File: src/rtl/router_fsm_np.sv
// Control FSM for a 1xN packet router: decodes the header address, selects one of
// N_PORTS output FIFOs and sequences header/payload/parity loading with stall handling.
module router_fsm_np #(
    parameter int N_PORTS      = 3,
    parameter int ADDR_W       = 2,
    parameter int WAIT_TIMEOUT = 32
) (
    input  logic               clock,
    input  logic               reset,
    input  logic               pkt_valid,
    input  logic [ADDR_W-1:0]  data_in,
    input  logic [N_PORTS-1:0] fifo_full,
    input  logic [N_PORTS-1:0] fifo_empty,
    input  logic [N_PORTS-1:0] soft_reset,
    input  logic               parity_done,
    input  logic               low_pkt_valid,
    output logic               detect_add,
    output logic               lfd_state,
    output logic               ld_state,
    output logic               full_state,
    output logic               laf_state,
    output logic               rst_int_reg,
    output logic               drop_state,
    output logic               write_enb_reg,
    output logic               busy,
    output logic [N_PORTS-1:0] dest_sel,
    output logic               timeout_err,
    output logic               addr_err
);

    // Source handshake: a byte is consumed in every cycle where pkt_valid is high
    // and busy is low; while busy is high the source must hold its current byte.

    localparam int               CNT_W    = $clog2(WAIT_TIMEOUT + 1);
    localparam logic [ADDR_W:0]  N_LIM    = (ADDR_W + 1)'(N_PORTS);
    localparam logic [CNT_W-1:0] CNT_LAST = CNT_W'(WAIT_TIMEOUT - 1);

    typedef enum logic [3:0] {
        ST_DECODE = 4'd0,
        ST_LFD    = 4'd1,
        ST_LD     = 4'd2,
        ST_LP     = 4'd3,
        ST_FFS    = 4'd4,
        ST_LAF    = 4'd5,
        ST_WTE    = 4'd6,
        ST_CPE    = 4'd7,
        ST_DROP   = 4'd8
    } state_t;

    state_t             state, state_next;
    logic [N_PORTS-1:0] dest_q, dest_next, addr_onehot;
    logic [CNT_W-1:0]   wait_cnt, wait_cnt_next;
    logic               addr_bad, addr_empty, dest_full, dest_empty, soft_hit;
    logic               timeout_hit, addr_hit;
    logic               timeout_q, addr_q;

    always_comb begin
        addr_onehot = '0;
        for (int i = 0; i < N_PORTS; i++) begin
            addr_onehot[i] = (data_in == ADDR_W'(i));
        end
    end

    // Destination flags are looked up through the one-hot latch, so ports that
    // are not selected can never influence the sequence.
    assign addr_bad   = ({1'b0, data_in} >= N_LIM);
    assign addr_empty = |(fifo_empty & addr_onehot);
    assign dest_full  = |(fifo_full & dest_q);
    assign dest_empty = |(fifo_empty & dest_q);
    assign soft_hit   = (state != ST_DECODE) && |(soft_reset & dest_q);

    always_comb begin
        state_next    = state;
        dest_next     = dest_q;
        wait_cnt_next = wait_cnt;
        timeout_hit   = 1'b0;
        addr_hit      = 1'b0;
        case (state)
            ST_DECODE: begin
                if (pkt_valid) begin
                    if (addr_bad) begin
                        state_next = ST_DROP;
                        addr_hit   = 1'b1;
                    end else begin
                        dest_next = addr_onehot;
                        if (addr_empty) begin
                            state_next = ST_LFD;
                        end else begin
                            state_next    = ST_WTE;
                            wait_cnt_next = '0;
                        end
                    end
                end
            end
            ST_LFD: state_next = ST_LD;
            ST_LD: begin
                if (dest_full) begin
                    state_next = ST_FFS;
                end else if (!pkt_valid) begin
                    state_next = ST_LP;
                end
            end
            ST_LP: state_next = ST_CPE;
            ST_FFS: begin
                if (!dest_full) begin
                    state_next = ST_LAF;
                end
            end
            ST_LAF: begin
                if (parity_done) begin
                    state_next = ST_DECODE;
                    dest_next  = '0;
                end else if (low_pkt_valid) begin
                    state_next = ST_LP;
                end else begin
                    state_next = ST_LD;
                end
            end
            ST_CPE: begin
                if (dest_full) begin
                    state_next = ST_FFS;
                end else begin
                    state_next = ST_DECODE;
                    dest_next  = '0;
                end
            end
            ST_WTE: begin
                // Emptying on the last allowed cycle still rescues the packet.
                if (dest_empty) begin
                    state_next = ST_LFD;
                end else if (wait_cnt == CNT_LAST) begin
                    state_next  = ST_DROP;
                    timeout_hit = 1'b1;
                end else begin
                    wait_cnt_next = wait_cnt + CNT_W'(1);
                end
            end
            ST_DROP: begin
                if (!pkt_valid) begin
                    state_next = ST_DECODE;
                    dest_next  = '0;
                end
            end
            default: begin
                state_next = ST_DECODE;
                dest_next  = '0;
            end
        endcase
    end

    always_ff @(posedge clock) begin
        if (reset || soft_hit) begin
            state     <= ST_DECODE;
            dest_q    <= '0;
            wait_cnt  <= '0;
            timeout_q <= 1'b0;
            addr_q    <= 1'b0;
        end else begin
            state     <= state_next;
            dest_q    <= dest_next;
            wait_cnt  <= wait_cnt_next;
            timeout_q <= timeout_hit;
            addr_q    <= addr_hit;
        end
    end

    assign detect_add    = (state == ST_DECODE);
    assign lfd_state     = (state == ST_LFD);
    assign ld_state      = (state == ST_LD);
    assign full_state    = (state == ST_FFS);
    assign laf_state     = (state == ST_LAF);
    assign rst_int_reg   = (state == ST_CPE);
    assign drop_state    = (state == ST_DROP);
    assign write_enb_reg = (state == ST_LD) || (state == ST_LP) || (state == ST_LAF);
    assign busy          = (state == ST_LFD) || (state == ST_LP) || (state == ST_FFS) ||
                           (state == ST_LAF) || (state == ST_WTE) || (state == ST_CPE);
    assign dest_sel      = dest_q;
    assign timeout_err   = timeout_q;
    assign addr_err      = addr_q;

endmodule

File: config.mk
export PLATFORM = sky130hd
export DESIGN_NAME = router_fsm_np
export DESIGN_NICKNAME = d
export VERILOG_FILES = /design/src/rtl/router_fsm_np.sv
export SDC_FILE = /design/constraint.sdc
export NUM_CORES = 1
export LEC_CHECK = 0
export ABC_CLOCK_PERIOD_IN_PS = 4400
export CORE_ASPECT_RATIO = 1.2
export CORE_MARGIN = 1
export CORE_UTILIZATION = 45
export DETAILED_ROUTE_END_ITERATION = 8
export PLACE_DENSITY = 0.78
export SYNTH_ARGS = -nofsm -noshare
export SYNTH_HDL_FRONTEND = slang
export SYNTH_SLANG_ARGS = --single-unit
export TNS_END_PERCENT = 30
File: constraint.sdc
create_clock -name clock -period 4.4 [get_ports clock]
set_input_delay 0.44 -clock clock [delete_from_list [all_inputs] [get_ports clock]]
set_output_delay 0.44 -clock clock [all_outputs]
set_load 0.02 [all_outputs]
Word-level counts from Yosys, hierarchy flattened

Cells that the tools add are included.

Input port bits: 16
Memories: 0
ROM bits: 0
RAM bits: 0
Bits in registers: 15
Word-level logic and storage cells: 87
Bits in latches: 0
Output and inout bits: 14

Reductions and logical operators: 23
Shift operators: 0
Mux-type cells: 27
Div/mod/pow operators: 0
$lt $le $gt $ge: 1
$mul: 0
$add $sub $neg: 1
Bitwise logic cells: 8
Equality and inequality tests: 22

Operators by type and width:

| cell                                                   | count |
|---|---|
| case mux 4 bit (9 select lines)                        | 1 |
| 2-to-1 mux 4 bit                                       | 8 |
| 2-to-1 mux 6 bit                                       | 5 |
| 2-to-1 mux 3 bit                                       | 7 |
| inequality test 2 bit (second input constant)          | 9 |
| == test 4 x 3 -> 1 bit (second input constant)         | 4 |
| case mux 3 bit (5 select lines)                        | 1 |
| OR reduction 3 bit                                     | 5 |
| bitwise AND 3 bit                                      | 4 |
| case mux 6 bit (2 select lines)                        | 1 |
| AND reduction 6 bit                                    | 2 |
| OR reduction 5 bit                                     | 2 |
| == test 4 x 2 -> 1 bit (second input constant)         | 2 |
| logical OR 1 bit                                       | 8 |
| adder 6 x 1 -> 6 bit (second input constant)           | 1 |
| == test 6 x 5 -> 1 bit (second input constant)         | 1 |
| AND reduction 5 bit                                    | 1 |
| == test 4 x 1 -> 1 bit (second input constant)         | 1 |
| == test 4 bit (second input constant)                  | 1 |
| logical NOT 4 bit                                      | 1 |
| inverter 1 bit                                         | 4 |
| nonzero test 4 bit                                     | 1 |
| 2-to-1 mux 1 bit                                       | 3 |
| inequality test 3 x 2 -> 1 bit (second input constant) | 1 |
| 8 further kinds                                        | 8 |

Longest topological paths before layout

Gate-level depths: netlist of run 1.

Word-level depth: 7
Gate-level depth with buffers: 7
Mapped depth without buffers: 6

Worst setup path before layout of run 1

No wires, ideal clock.

Kind: register to register
From: reg state[3]
To: reg state[3]
Clock period less this slack: 2.125 ns
Data arrival time: 1.997 ns
Setup time: 0.128 ns
Cell stages (with the launch flop): 7
Setup slack: 2.275 ns
Buffers on the path: 1
Data required time: 4.272 ns
Path through: dfxtp_1 -> clkbuf_1 -> nor4b_1 -> nand3_1 -> and3b_1 -> a32oi_1 -> nor2_1

Cells in the longest elaborated chain, start to end: 3
Elaborated cells between the ends (all ways): 19
Classes of those cells: eq/ne: 13; mux: 1; reduce/logical: 5

Ends and longest elaborated chain:

| item                                     | line | text |
|---|---|---|
| start: declaration                       | 50   | `state_t state, state_next;` |
| start signal: assignment                 | 159  | `state <= state_next;` |
| == test 4 x 2 -> 1 bit (*)               | n/a  |  |
| named net ld_state                       | 19   | `output logic ld_state,` |
| inequality test 3 x 2 -> 1 bit (no line) | n/a  |  |
| AND reduction 5 bit (no line)            | n/a  |  |

The timed path passes the listed nets; every way through them passes the cells marked *.
A chain may end at the register's enable or synchronous reset.

Worst setup path after layout of run 1

From: reg state[3]
To: out detect_add

Cells in the longest elaborated chain, start to end: 1

Ends and longest elaborated chain:

| item              | line | text |
|---|---|---|
| logical NOT 4 bit | 167  | `assign detect_add = (state == ST_DECODE);` |
| end: declaration  | 17   | `output logic detect_add,` |

No other way between the ends.

==> reports/results.tsv, run 1 <==
stage	metric	value	unit
status	status	complete, no violations	
die	Starting Density	47.7	%
die	die area	2390	um^2
critical_path	CP required	3.96	ns
clocking	TritonCTS clock tree	yes	
yosys	Synth area leaders	dfxtp_1 (30%), nor2_1 (4.9%), a21oi_1 (4.6%)	
die	# rows	18	
power_and_ir_drop	Sequential Power Share	29.6	%
critical_path	Reg2Reg Launch Point	dest_sel[0]	
routing	vias	1029	
finish	P&R area growth vs syn	33.2	%
finish	layout cells sized above 1	9.33	%
routing	Routed WL per cell	13.2	um
flow_run	Max-cap violations	0	
grt	Top Usage Layer GRT	met2	
critical_path	type of origin of the critical path	register	
yosys	simple-gate portion of the synthesized area	35.8	%
critical_path	worst reg2reg path depth	5	
routing	First-pass DRT Iterations	4	
timing	max_slew headroom	41.1	%
finish	fin nets	168	
grt	pin count of the biggest net entering global routing	18	
clocking	post-cts resize count	0	
yosys	fraction of synthesized area in multiplexers	2.03	%
routing	Post-DRT Antenna Nets	0	
critical_path	Setup CP Type	reg2out	
yosys	adder-cell share of the synthesized area	1.27	%
grt	met2 usage	39.2	%
clocking	H-tree levels	1	
routing	Vias per Instance	5.72	
routing	initial drt markers	21	
critical_path	R2R Setup Slk	2.32	ns
timing	min Tclk post-route	2.49	ns
die	Die Wd	44.8	um
yosys	Yosys reg bits	15	
min_path	worst hold path class	reg2reg	
power_and_ir_drop	cell internal pwr	0.000402	W
die	io pins	30	
grt	number of global-route vias before repair	925	
yosys	Syn Area/Cell	7.97	um^2
place	Port Buf Inserts	29	
grt	global-route wire length before repair	3930	um
die	Placeable Area	2070	um^2
yosys	Synth Area in Compound Gates	23.0	%
place	GPL Wtd Cong	0.864	
min_path	Min-Delay Path Depth	2	
min_path	Hold Crit Endpoint	wait_cnt[5]	
yosys	area leader, netlist	dfxtp_1	
finish	diode count	0	
grt	GR Overflow Total	0	
power_and_ir_drop	Combinational Power Share	60.0	%
yosys	syn_nets	141	
timing	clock skew	0.00197	ns
power_and_ir_drop	Net Sw Frac	45.3	%
yosys	register area share after synthesis	30.4	%
critical_path	crit path DAT	2.05	ns
yosys	synthesized cell area	988	um^2
critical_path	CP Capture Type	primary output	
clocking	Clock Latency Late Sink	0.27	ns
power_and_ir_drop	clock share of power	10.5	%
timing	TNS Setup	0	ns
timing	Final period util	56.6	%
grt	gr usage total	21.4	%
timing	fin. max-slew vios	0	
yosys	Yosys top cell area share	30.4	%
clocking	clk sinks	15	
clocking	root cell of the clock tree	clkbuf_4	
yosys	Post-synth EDFFs	0	
critical_path	reg2reg end	dest_sel[0]	
grt	antenna violations before repair	0	
power_and_ir_drop	Leak Pwr	0.451	nW
timing	RSZ-0062 raised after global routing	no	
yosys	XOR/XNOR share of the synthesized area	3.54	%
yosys	largest family of logic cells by synthesized area	simple AND/OR/NAND/NOR gates	
grt	global-route met3 utilization	2.39	%
clocking	Inserted Clock Buffers	3	
yosys	Post-synth ARST share	0	%
min_path	HP Start	wait_cnt[5]	
power_and_ir_drop	sw power	0.000333	W
timing	Min Hold Slack	0.506	ns
critical_path	crit-path max FO	13	
timing	Final setup viols	0	
power_and_ir_drop	pwr dens	559	nW/um^2
finish	commonest cells after routing, fill and taps aside	clkdlybuf4s50_1 (29), dfxtp_1 (15), nor2_1 (13)	
timing	worst-margin pin slew	0.884	ns
grt	met1 Usage GRT	26.3	%
place	DP HPWL	1850	um
yosys	Top FF cell, synth	dfxtp_1	
yosys	synth unique cells	45	
clocking	Reg clk slew, reported paths	0.09	ns
yosys	YS warnings	0	
yosys	Mapped Cells	124	
finish	most common cell after layout, fill and taps aside	clkdlybuf4s50_1	
routing	DR DRC count	0	
finish	Filler cells	182	
die	Die H	53.3	um
clocking	cts hold-fix bufs	0	
clocking	Setup Buffers After CTS	0	
power_and_ir_drop	peak supply drop	0.338	mV
finish	Final Util	63.5	%
routing	drt total wl	2380	um
timing	FMAX	402	MHz
timing	Hold Fails Final Rpt	0	
clocking	maximum clock insertion buffer count	2	
[worst max-delay path, cell delays in order (launching register included)]
cell	delay [ns]
dfxtp_1	0.44
or4_4	0.60
inv_2	0.13
clkdlybuf4s50_1	0.61
[flip-flops by register name, summed over array words and instances (netlist names)]
| register | flops |
|---|---|
| dest_sel | 3 |
| wait_cnt | 6 |
| addr_err | 1 |
| state | 4 |
| timeout_err | 1 |
[layer usage]
| metal | wire, um | part of all wire, % |
|---|---|---|
| met1 | 1060 | 44 |
| met5 | 0 | 0 |
| met3 | 82 | 3.4 |
| met2 | 1230 | 52 |
| met4 | 8 | 0.34 |
[worst max path at each step]
stage	slack [ns]	to	cells after the start	startpoint
after floorplan	2.28	state[3]	6	state[3]
after global placement	1.95	dest_sel[0]	6	fifo_full[0]
after detailed placement	1.82	dest_sel[0]	6	fifo_full[0]
after CTS	1.89	detect_add	3	state[3]
after global routing	1.85	detect_add	3	state[3]
final	1.91	detect_add	3	state[3]
[cells by family after synthesis]
kind of cell | Yosys count
AND/OR/NAND/NOR | 60
adder cells (fa/ha/maj) | 1
flip-flops | 15
AO/OA/AOI/OAI | 32
multiplexers | 2
buffers and inverters | 10
XOR/XNOR | 4
[power by group through the flow]
stage                      Clock, W  Sequential (W)  Combinational [W]
after CTS                 0.0000801        0.000217           0.000439
after global routing      0.0000839        0.000225           0.000474
final                     0.0000770        0.000217           0.000441
after global placement            0        0.000221           0.000430
after detailed placement          0        0.000220           0.000438
after floorplan                   0        0.000188           0.000321
[cells in the mapped netlist, types with 2 or more instances]
cell      count
inv_1         2
o21ai_0       6
nand2_1       7
nand4_1       2
nor3_1        3
nand3_1       8
mux2i_1       2
a222oi_1      3
nor4b_1       2
a21boi_0      2
nor4_1        2
dfxtp_1      15
or3_1         2
nor2_1       13
nor2b_1       2
xor2_1        4
nand2b_1      5
a21oi_1       9
nor3b_1       2
clkbuf_1      6
o211ai_1      3
[metrics by stage]
stage	instances	setup slack (ns)	cell area (um^2)	total power (W)
after floorplan	124	2.28	988	0.000509
after global routing	180	1.85	1320	0.000783
final	180	1.91	1320	0.000735
after global placement	176	1.95	1290	0.000651
after CTS	180	1.89	1320	0.000736
after detailed placement	176	1.82	1290	0.000658
[final cells by class]
cell class                 instances  area [um^2]  area share [%]
timing repair buffer              29          290            22.1
sequential                        15          300            22.8
clock inverter                     1         5.00           0.380
inverter                           3         11.3           0.856
multi-input combinational         99          649            49.3
tap                               30         37.5            2.85
clock buffer                       3         22.5            1.71
(Power assumes the default switching activity.)
==> run 2: changes to the inputs <==
--- a/config.mk
+++ b/config.mk
@@ -5,12 +5,12 @@
 export SDC_FILE = /design/constraint.sdc
 export NUM_CORES = 1
 export LEC_CHECK = 0
-export ABC_CLOCK_PERIOD_IN_PS = 4400
+export ABC_CLOCK_PERIOD_IN_PS = 2210
 export CORE_ASPECT_RATIO = 1.2
 export CORE_MARGIN = 1
-export CORE_UTILIZATION = 45
+export CORE_UTILIZATION = 41
 export DETAILED_ROUTE_END_ITERATION = 8
-export PLACE_DENSITY = 0.78
+export PLACE_DENSITY = 0.75
 export SYNTH_ARGS = -nofsm -noshare
 export SYNTH_HDL_FRONTEND = slang
 export SYNTH_SLANG_ARGS = --single-unit
==> constraint.sdc (replaced) <==
create_clock -name clock -period 2.21 [get_ports clock]
set_input_delay 0.221 -clock clock [delete_from_list [all_inputs] [get_ports clock]]
set_output_delay 0.221 -clock clock [all_outputs]
set_load 0.02 [all_outputs]
==> run 2 against run 1 <==
Compared with the run above:
- hold slack is essentially flat
- utilization shrank 3.7 points
- sequential power grew 75%
- setup slack lost 1.8 ns
- critical path type unchanged
- highest routed layer unchanged
- critical path depth is the same
- critical endpoint is now drop_state
- clock-buffer cell count is the same
- design area grew 3.8%
- largest power group unchanged
- combinational power grew 130%
- sequential share of layout area shrank 0.74 points
==> reports/results.tsv, run 2 (synthesis gave the netlist of run 1 again) <==
stage	metric	value	unit
routing	First-pass DRT Iterations	4	
grt	pin count of the biggest net entering global routing	17	
critical_path	Setup CP Type	reg2out	
timing	Final period util	95.1	%
timing	RSZ-0062 raised after global routing	no	
min_path	worst hold path class	in2reg	
flow_run	Max-cap violations	0	
place	DP HPWL	2030	um
clocking	cts hold-fix bufs	0	
place	Cells after DPL	183	
critical_path	type of origin of the critical path	register	
timing	TNS Setup	0	ns
timing	fin. max-slew vios	0	
routing	Post-DRT Antenna Nets	0	
place	GPL Wtd Cong	0.915	
timing	Final setup viols	0	
clocking	Reg clk slew, reported paths	0.09	ns
timing	max_slew headroom	66.1	%
routing	initial drt markers	29	
die	die area	2610	um^2
finish	Finished Cell Area	1370	um^2
place	Post-DP Area	1340	um^2
die	Starting Density	43.3	%
place	Port Buf Inserts	29	
clocking	clk sinks	15	
clocking	Clock Latency Late Sink	0.29	ns
timing	FMAX	476	MHz
grt	number of global-route vias before repair	1027	
die	# rows	19	
finish	P&R area growth vs syn	38.2	%
clocking	Inserted Clock Buffers	3	
clocking	TritonCTS clock tree	yes	
grt	global-route wire length before repair	4310	um
finish	diode count	0	
finish	layout cells sized above 1	13.5	%
status	status	complete, no violations	
routing	DR DRC count	0	
clocking	maximum clock insertion buffer count	2	
timing	worst-margin pin slew	0.508	ns
critical_path	CP required	1.99	ns
routing	Routed WL per cell	13.9	um
timing	Hold Fails Final Rpt	0	
grt	antenna violations before repair	0	
power_and_ir_drop	Leak Pwr	0.487	nW
clocking	H-tree levels	1	
finish	most common cell after layout, fill and taps aside	clkdlybuf4s50_1	
finish	Most flops, register	wait_cnt	
finish	fin nets	174	
finish	max reg flops	6	
routing	drt total wl	2590	um
power_and_ir_drop	pwr dens	1120	nW/um^2
critical_path	crit path DAT	1.88	ns
finish	fin cells	187	
critical_path	crit-path max FO	12	
timing	clock skew	0.00543	ns
grt	gr usage total	22.2	%
die	Placeable Area	2280	um^2
routing	vias	1053	
power_and_ir_drop	peak supply drop	0.821	mV
finish	commonest cells after routing, fill and taps aside	clkdlybuf4s50_1 (28), dfxtp_1 (14), nor2_1 (13)	
grt	GR Overflow Total	0	
die	Die H	55.8	um
timing	min Tclk post-route	2.10	ns
die	Die Wd	46.8	um
critical_path	CP Capture Type	primary output	
die	io pins	30	
clocking	root cell of the clock tree	clkbuf_4	
routing	Vias per Instance	5.63	
clocking	Setup Buffers After CTS	0	
clocking	post-cts resize count	0	
timing	Min Hold Slack	0.506	ns
==> run 2: changes by cell type in the layout (fill, tap and decap cells not counted), sizes merged <==
| cell | delta |
|---|---|
| buf | +6 |
| clkdlybuf4s50 | -1 |
| dlymetal6s2s | +1 |
==> run 2: final timing paths <==
kind | start | endpoint | slack [ns] | cells past startpoint
worst min register to register | wait_cnt[1] | wait_cnt[1] | 0.52 | 2
worst max-delay path | state[2] | drop_state | 0.11 | 3
worst max register to register | state[0] | wait_cnt[3] | 0.30 | 6
worst min-delay path | reset | addr_err | 0.51 | 2
==> run 2: per-stage QoR <==
step           util [%]  power [W]  setup WS, ns
2_1_floorplan         -    0.00101        0.0852
3_3_place_gp       58.5    0.00137         0.254
3_5_place_dp       58.5    0.00138         0.181
4_1_cts            59.7    0.00154        0.0116
5_1_grt            59.9    0.00165       0.00231
6_report           59.9    0.00154         0.108
==> run 2: per-layer routing <==
metal / part of all wire, % / global-route usage (%) / vias to the layer above
li1: - / - / 530
met1: 41 / 26.9 / 483
met2: 51 / 37.5 / 30
met3: 3.9 / 2.27 / 10
met4: 3.1 / 10.2 / 0
met5: 0 / 0 / -
==> run 2: where the power goes <==
group / internal (W) / total, W / switching (W)
Combinational: 0.000461 / 0.000997 / 0.000537
Clock: 0.0000674 / 0.000160 / 0.0000929
Sequential: 0.000317 / 0.000379 / 0.0000621
Total: 0.000845 / 0.00154 / 0.000692
==> run 2: final cells by class <==
class,count,area [um^2]
Clock buffer,3,22.5
Sequential cell,15,302
Inverter,3,11.3
Multi-Input combinational cell,99,649
Clock inverter,1,5.00
Timing Repair Buffer,35,338
Fill cell,203,916
Tap cell,31,38.8
==> run 2: critical path: stages (launching register included) <==
cell,delay (ns)
dfxtp_1,0.34
buf_4,0.18
nor4b_1,0.40
clkdlybuf4s50_1,0.68
